## src/rtl/rx_frame_ctrl.sv

```systemverilog
// rtl/rx_frame_ctrl.sv - serial frame receiver sequencer with watchdog, classification and one-entry output buffer
module rx_frame_ctrl #(
    parameter logic [7:0] DEFAULT_BAUD = 8'd16,
    parameter int         TO_W         = 16,
    parameter int         CNT_W        = 8
) (
    input  logic             clk,
    input  logic             reset_n,
    input  logic [7:0]       cfg_baud,
    input  logic             cfg_baud_we,
    input  logic [TO_W-1:0]  cfg_timeout,
    output logic [7:0]       baudrate,
    output logic             rx_arm,
    input  logic             rx_busy,
    input  logic             rx_done,
    input  logic [3:0]       rx_framesize,
    input  logic [127:0]     rx_framedata,
    input  logic             rx_nf,
    input  logic             rx_crce,
    input  logic             rx_fe,
    output logic             out_valid,
    input  logic             out_ready,
    output logic [127:0]     out_data,
    output logic [3:0]       out_len,
    output logic [CNT_W-1:0] ok_cnt,
    output logic [CNT_W-1:0] err_cnt,
    output logic             ovf,
    output logic [3:0]       last_status
);

    typedef enum logic [1:0] {S_ARM, S_WAIT, S_RUN, S_CHECK} state_t;

    state_t            state, state_nxt;
    logic [7:0]        baud_pend;
    logic [TO_W-1:0]   wd;
    logic [2:0]        flags_q;
    logic [3:0]        size_q;
    logic [127:0]      data_q;

    logic timeout_hit;
    logic abort;
    logic frame_bad;
    logic can_load;
    logic accept;
    logic overrun;
    logic err_inc;

    assign timeout_hit = (cfg_timeout != '0) && (wd == cfg_timeout - TO_W'(1));

    // Gated by reset_n so the arm pulse stays low while reset holds the FSM in ARM.
    assign rx_arm = (state == S_ARM) && reset_n;

    always_ff @(posedge clk or negedge reset_n) begin
        if (!reset_n) begin
            state <= S_ARM;
        end else begin
            state <= state_nxt;
        end
    end

    always_comb begin
        state_nxt = state;
        abort     = 1'b0;
        frame_bad = (flags_q != 3'b000) || (size_q == 4'd0);
        can_load  = !out_valid || out_ready;
        accept    = 1'b0;
        overrun   = 1'b0;
        case (state)
            S_ARM:   state_nxt = S_WAIT;
            S_WAIT:  if (rx_busy) state_nxt = S_RUN;
            S_RUN: begin
                if (rx_done) begin
                    state_nxt = S_CHECK;
                end else if (timeout_hit) begin
                    abort     = 1'b1;
                    state_nxt = S_ARM;
                end
            end
            S_CHECK: begin
                accept    = !frame_bad && can_load;
                overrun   = !frame_bad && !can_load;
                state_nxt = S_ARM;
            end
            default: state_nxt = S_ARM;
        endcase
        err_inc = abort || ((state == S_CHECK) && !accept);
    end

    always_ff @(posedge clk or negedge reset_n) begin
        if (!reset_n) begin
            baud_pend   <= DEFAULT_BAUD;
            baudrate    <= DEFAULT_BAUD;
            wd          <= '0;
            flags_q     <= '0;
            size_q      <= '0;
            data_q      <= '0;
            out_valid   <= 1'b0;
            out_data    <= '0;
            out_len     <= '0;
            ok_cnt      <= '0;
            err_cnt     <= '0;
            ovf         <= 1'b0;
            last_status <= '0;
        end else begin
            if (cfg_baud_we) baud_pend <= cfg_baud;
            if (state == S_ARM) baudrate <= baud_pend;

            if (state == S_RUN) begin
                wd <= wd + TO_W'(1);
            end else begin
                wd <= '0;
            end

            // Receiver outputs are only guaranteed alongside rx_done, so capture them for CHECK.
            if (state == S_RUN && rx_done) begin
                flags_q <= {rx_nf, rx_crce, rx_fe};
                size_q  <= rx_framesize;
                data_q  <= rx_framedata;
            end

            if (abort) begin
                last_status <= 4'b1000;
            end else if (state == S_CHECK) begin
                last_status <= {1'b0, flags_q};
            end

            if (accept) begin
                out_valid <= 1'b1;
                out_data  <= data_q;
                out_len   <= size_q;
            end else if (out_ready) begin
                out_valid <= 1'b0;
            end

            if (accept && ok_cnt != '1) ok_cnt <= ok_cnt + CNT_W'(1);
            if (err_inc && err_cnt != '1) err_cnt <= err_cnt + CNT_W'(1);
            if (overrun) ovf <= 1'b1;
        end
    end

endmodule

```

## config.mk

```make
export PLATFORM = sky130hd
export DESIGN_NAME = rx_frame_ctrl
export DESIGN_NICKNAME = d
export VERILOG_FILES = /design/src/rtl/rx_frame_ctrl.sv
export SDC_FILE = /design/constraint.sdc
export NUM_CORES = 1
export LEC_CHECK = 0
export ABC_CLOCK_PERIOD_IN_PS = 4010
export BUFFER_PORTS_ARGS = -buffer_cell sky130_fd_sc_hd__buf_2
export CORE_MARGIN = 2
export CORE_UTILIZATION = 59
export CTS_BUF_LIST = sky130_fd_sc_hd__clkbuf_8
export DETAILED_ROUTE_END_ITERATION = 8
export PLACE_DENSITY = 0.84
export REMOVE_ABC_BUFFERS = 1
export SYNTH_ARGS = -nofsm -noshare
export SYNTH_HDL_FRONTEND = slang
export SYNTH_SLANG_ARGS = --single-unit
```

## constraint.sdc

```tcl
create_clock -name clk -period 4.01 [get_ports clk]
set_clock_uncertainty 0.1 [all_clocks]
set_input_delay 0.6015 -clock clk [delete_from_list [all_inputs] [get_ports clk]]
set_output_delay 0.6015 -clock clk [all_outputs]
set_load 0.05 [all_outputs]
```

==> reports/qor.tcl <==
set qor(path_class) {flop to output pin}
set qor(synth_cell_types) 55
set qor(cts.htree.levels) 2
set qor(post-dp-hpwl_um) 19150
set qor(share_clk_of_total_power_pct) 18.6
set qor(cell_total_after_placement) 1425
set qor(cts_tree) {yes}
set qor(cp-end-kind) {output pin}
set qor(placementRows) 54
set qor(netSwitchingFraction_pct) 41.64
set qor(number_of_global_route_vias_before_repair) 8783
set qor(layoutNonFillerInstCount) 1517
set qor(worst_max_slew_pin_slew_ns) 1.017
set qor(antenna_found_initial) 9
set qor(detail_route.iter0.violations) 369
set qor(antenna_left) 0
set qor(vdd.ir_drop.worst_mv) 0.5984
set qor(dr.pass1.iters) 4
set qor(filler_cell_count) 1450
set qor(power_frac_comb_pct) 41.3
set qor(power.static_leakage_uw) 0.007904
set qor(die_width_um) 152.0
set qor(power.net_switching_uw) 5643
set qor(wl_um) 27570
set qor(insertion_delay_ns) 0.56
set qor(die_area_sq_um) 23110
set qor(share_seq_of_total_power_pct) 40.0
set qor(slew_headroom_pct) 32.19
set qor(worst_hold_path_type) {input pin to flop}
set qor(final.min_clock_period_ns) 2.825
set qor(cts.reportedPaths.clkPinSlew_ns) 0.06
set qor(pwr_density_cell_nw_per_um2) 858.4
set qor(syn-cell-area_sq_um) 12920
set qor(start_kind) {flop}
set qor(critical-path-max-stage-delay_ns) 0.64
set qor(clkSinkCount) 323
set qor(yosys_register_bits) 323
set qor(fin_hold_viols) 0
set qor(yosysSeqAreaShare_pct) 62.56
set qor(initial_core_utilization_pct) 59.59
set qor(die_y_um) 152.0
set qor(gpl.final_weighted_congestion) 0.8136
set qor(avgViaCountPerCell) 5.388
set qor(status) {completed}
set qor(crit_path_max_fanout) 9
set qor(num_cts_buffers) 51
set qor(critical_path.slowest_cell) {sky130_fd_sc_hd__nor2_1}
set qor(track_usage_pct) 24.12
set qor(synth_area_per_cell_sq_um) 15.19
set qor(areaGrowthSynthToFinish_pct) 22.14
set qor(num_vias) 8174
set qor(synth_cells) 851
set qor(setup_violations_final) 0
set qor(critPathRequiredTime_ns) 3.31
set qor(period_share_pct) 70.44
set qor(maximum_number_of_pins_on_one_net_before_global_route_repair) 195
set qor(cellInternalPower_uw) 7909
set qor(synthFlopType) {sky130_fd_sc_hd__dfrtp_1}
set qor(ctsLongestPathBuffers) 3
set qor(post_cts.repair.setup_buffers) 0
set qor(cp.arrival_ns) 2.12
set qor(drive_gt1_share_pct) 57.13
set qor(drt_drc_violations_left) 0
set qor(routedWlPerCell_um) 18.17
set qor(hold_ws_ns) 0.1685
set qor(grt_overflow) 0
set qor(design.core.area_sq_um) 21690
set qor(report.final.slew_viol_count) 0
set qor(number_of_maximum_capacitance_constraint_violations) 0
set qor(synth-async-reset-ratio_pct) 100.0
set qor(io_buffers) 327
set qor(grt_pass1_wl_um) 45080
set qor(achievable-frequency_ghz) 0.3540
set qor(boundaryPins) 328
set qor(path_cells) {nor2_1 -> and2_1 -> buf_2}
set qor(final_net_count) 1369
set qor(synth_edf_count) 0
set qor(clockRootBuffer) {sky130_fd_sc_hd__clkbuf_8}
set qor(grt_setup_unrepaired) {false}
set qor(synth_warnings) 0
## path summary, 6_finish.rpt
path                                  start            to  slack (ns)  depth (start not counted)
max                                state[1]        rx_arm        1.19                          3
min                        rx_framedata[93]    data_q[93]        0.17                          2
max reg2reg                      flags_q[2]     ok_cnt[5]        1.33                          6
min reg2reg                      data_q[91]  out_data[91]        0.40                          1
max in group asynchronous           reset_n    data_q[47]        1.97                          3
min in group asynchronous           reset_n  out_data[75]        0.48                          2
## routing by layer
metal	up-vias	track usage [%]	routed length [um]
met3	84	8.443	2184
met5	-	0	69
met2	282	40.86	13880
li1	3703	-	-
met4	10	9.791	1092
met1	4095	28.24	10340
## power groups by stage
stage	logic [uW]	registers, uW	clock network [uW]
finish	5600	5430	2520
global route	5870	5630	2750
CTS	5660	5440	2590
detailed placement	5640	5470	0
global placement	5510	5350	0
floorplan	1980	7760	0
## synth_stat cells (3+ instances only)
library cell | count | share of area, %
sky130_fd_sc_hd__ha_1 | 5 | 0.48
sky130_fd_sc_hd__dfrtp_1 | 321 | 62
sky130_fd_sc_hd__inv_1 | 5 | 0.15
sky130_fd_sc_hd__a211oi_1 | 4 | 0.23
sky130_fd_sc_hd__nor4_2 | 3 | 0.29
sky130_fd_sc_hd__nand4_1 | 9 | 0.44
sky130_fd_sc_hd__and4_1 | 4 | 0.27
sky130_fd_sc_hd__and3_1 | 6 | 0.29
sky130_fd_sc_hd__buf_2 | 14 | 0.54
sky130_fd_sc_hd__a22o_1 | 3 | 0.20
sky130_fd_sc_hd__clkbuf_1 | 23 | 0.67
sky130_fd_sc_hd__nand3b_1 | 3 | 0.17
sky130_fd_sc_hd__xor2_1 | 29 | 2.0
sky130_fd_sc_hd__nand3_1 | 10 | 0.39
sky130_fd_sc_hd__mux2_2 | 285 | 25
sky130_fd_sc_hd__xnor2_1 | 15 | 1.0
sky130_fd_sc_hd__nand2_1 | 23 | 0.67
sky130_fd_sc_hd__a31oi_1 | 3 | 0.15
sky130_fd_sc_hd__nor4_1 | 3 | 0.15
sky130_fd_sc_hd__and2_1 | 5 | 0.24
sky130_fd_sc_hd__nor2_1 | 36 | 1.0
## per-stage QoR
step | total power, uW | utilization, % | worst slack, ns | cell area [sq um] | TNS (ns)
finish | 13550 | 72.79 | 1.185 | 15790 | 0
global route | 14250 | 72.78 | 1.051 | 15780 | 0
CTS | 13690 | 72.75 | 1.117 | 15780 | 0
detailed placement | 11110 | 68.40 | 0.7726 | 14840 | 0
global placement | 10870 | 68.40 | 0.8116 | 14840 | 0
floorplan | 9737 | - | -1.770 | 12740 | -344.67
## registers in the layout, summed over array words and instances (netlist names)
signal,cells
baudrate,8
out_len,4
state,2
wd,16
data_q,128
out_data,128
ovf,1
out_valid,1
flags_q,3
ok_cnt,8
size_q,4
err_cnt,8
baud_pend,8
last_status,4
## final cells by class
| cell class | count | area (sq um) | share of cell area [%] |
|---|---|---|---|
| antenna | 3 | 7.507 | 0.04755 |
| clock buffer | 59 | 812.0 | 5.144 |
| timing repair buffer | 334 | 1739 | 11.02 |
| clock inverter | 29 | 121.4 | 0.7688 |
| inverter | 5 | 18.77 | 0.1189 |
| sequential | 323 | 8085 | 51.22 |
| multi-input combinational | 484 | 4652 | 29.47 |
| tap | 280 | 350.3 | 2.219 |
## worst max-delay path, delay by kind of cell, from the launching register on
family | cells | cell delay (ns)
buf+inv | 1 | 0.26
flops | 1 | 0.47
simple gates | 2 | 0.86
## cell usage in the layout, fill, tap and decap left out, drive strengths merged, types with 2 or more instances in the layout
cell    Yosys  layout
a21o        2       2
dfstp       2       2
nand2      23      23
and3        6       6
nor2       36      36
inv         5      32
o21bai      2       2
ha          5       5
a31oi       3       3
nand2b      3       3
and4        4       4
nand4       9       9
dfrtp     321     321
diode       0       3
clkbuf     24      59
nand4b      2       2
nor3        4       4
xnor2      16      16
nor4        8       8
nand3b      3       3
a21oi       2       2
buf        14     333
or3         2       2
xor2       29      29
a22o        3       3
nand3      10      10
mux2      285     285
a211oi      4       4
and2        6       6
## logic make-up after synthesis
group	share of synthesized area, %
buffers and inverters	1.549
AO/OA/AOI/OAI	1.936
AND/OR/NAND/NOR	5.460
XOR/XNOR	3.107
adder cells (fa/ha/maj)	0.4840
flip-flops	62.56
multiplexers	24.91
## what timing repair did
item | in CTS | in global routing
hold endpoints to repair | 53 | 0
gates resized for setup | 0 | 0
hold buffers | 1 | 0
setup endpoints to repair | 0 | 0
No activity file was read; power rests on OpenSTA's default activity.
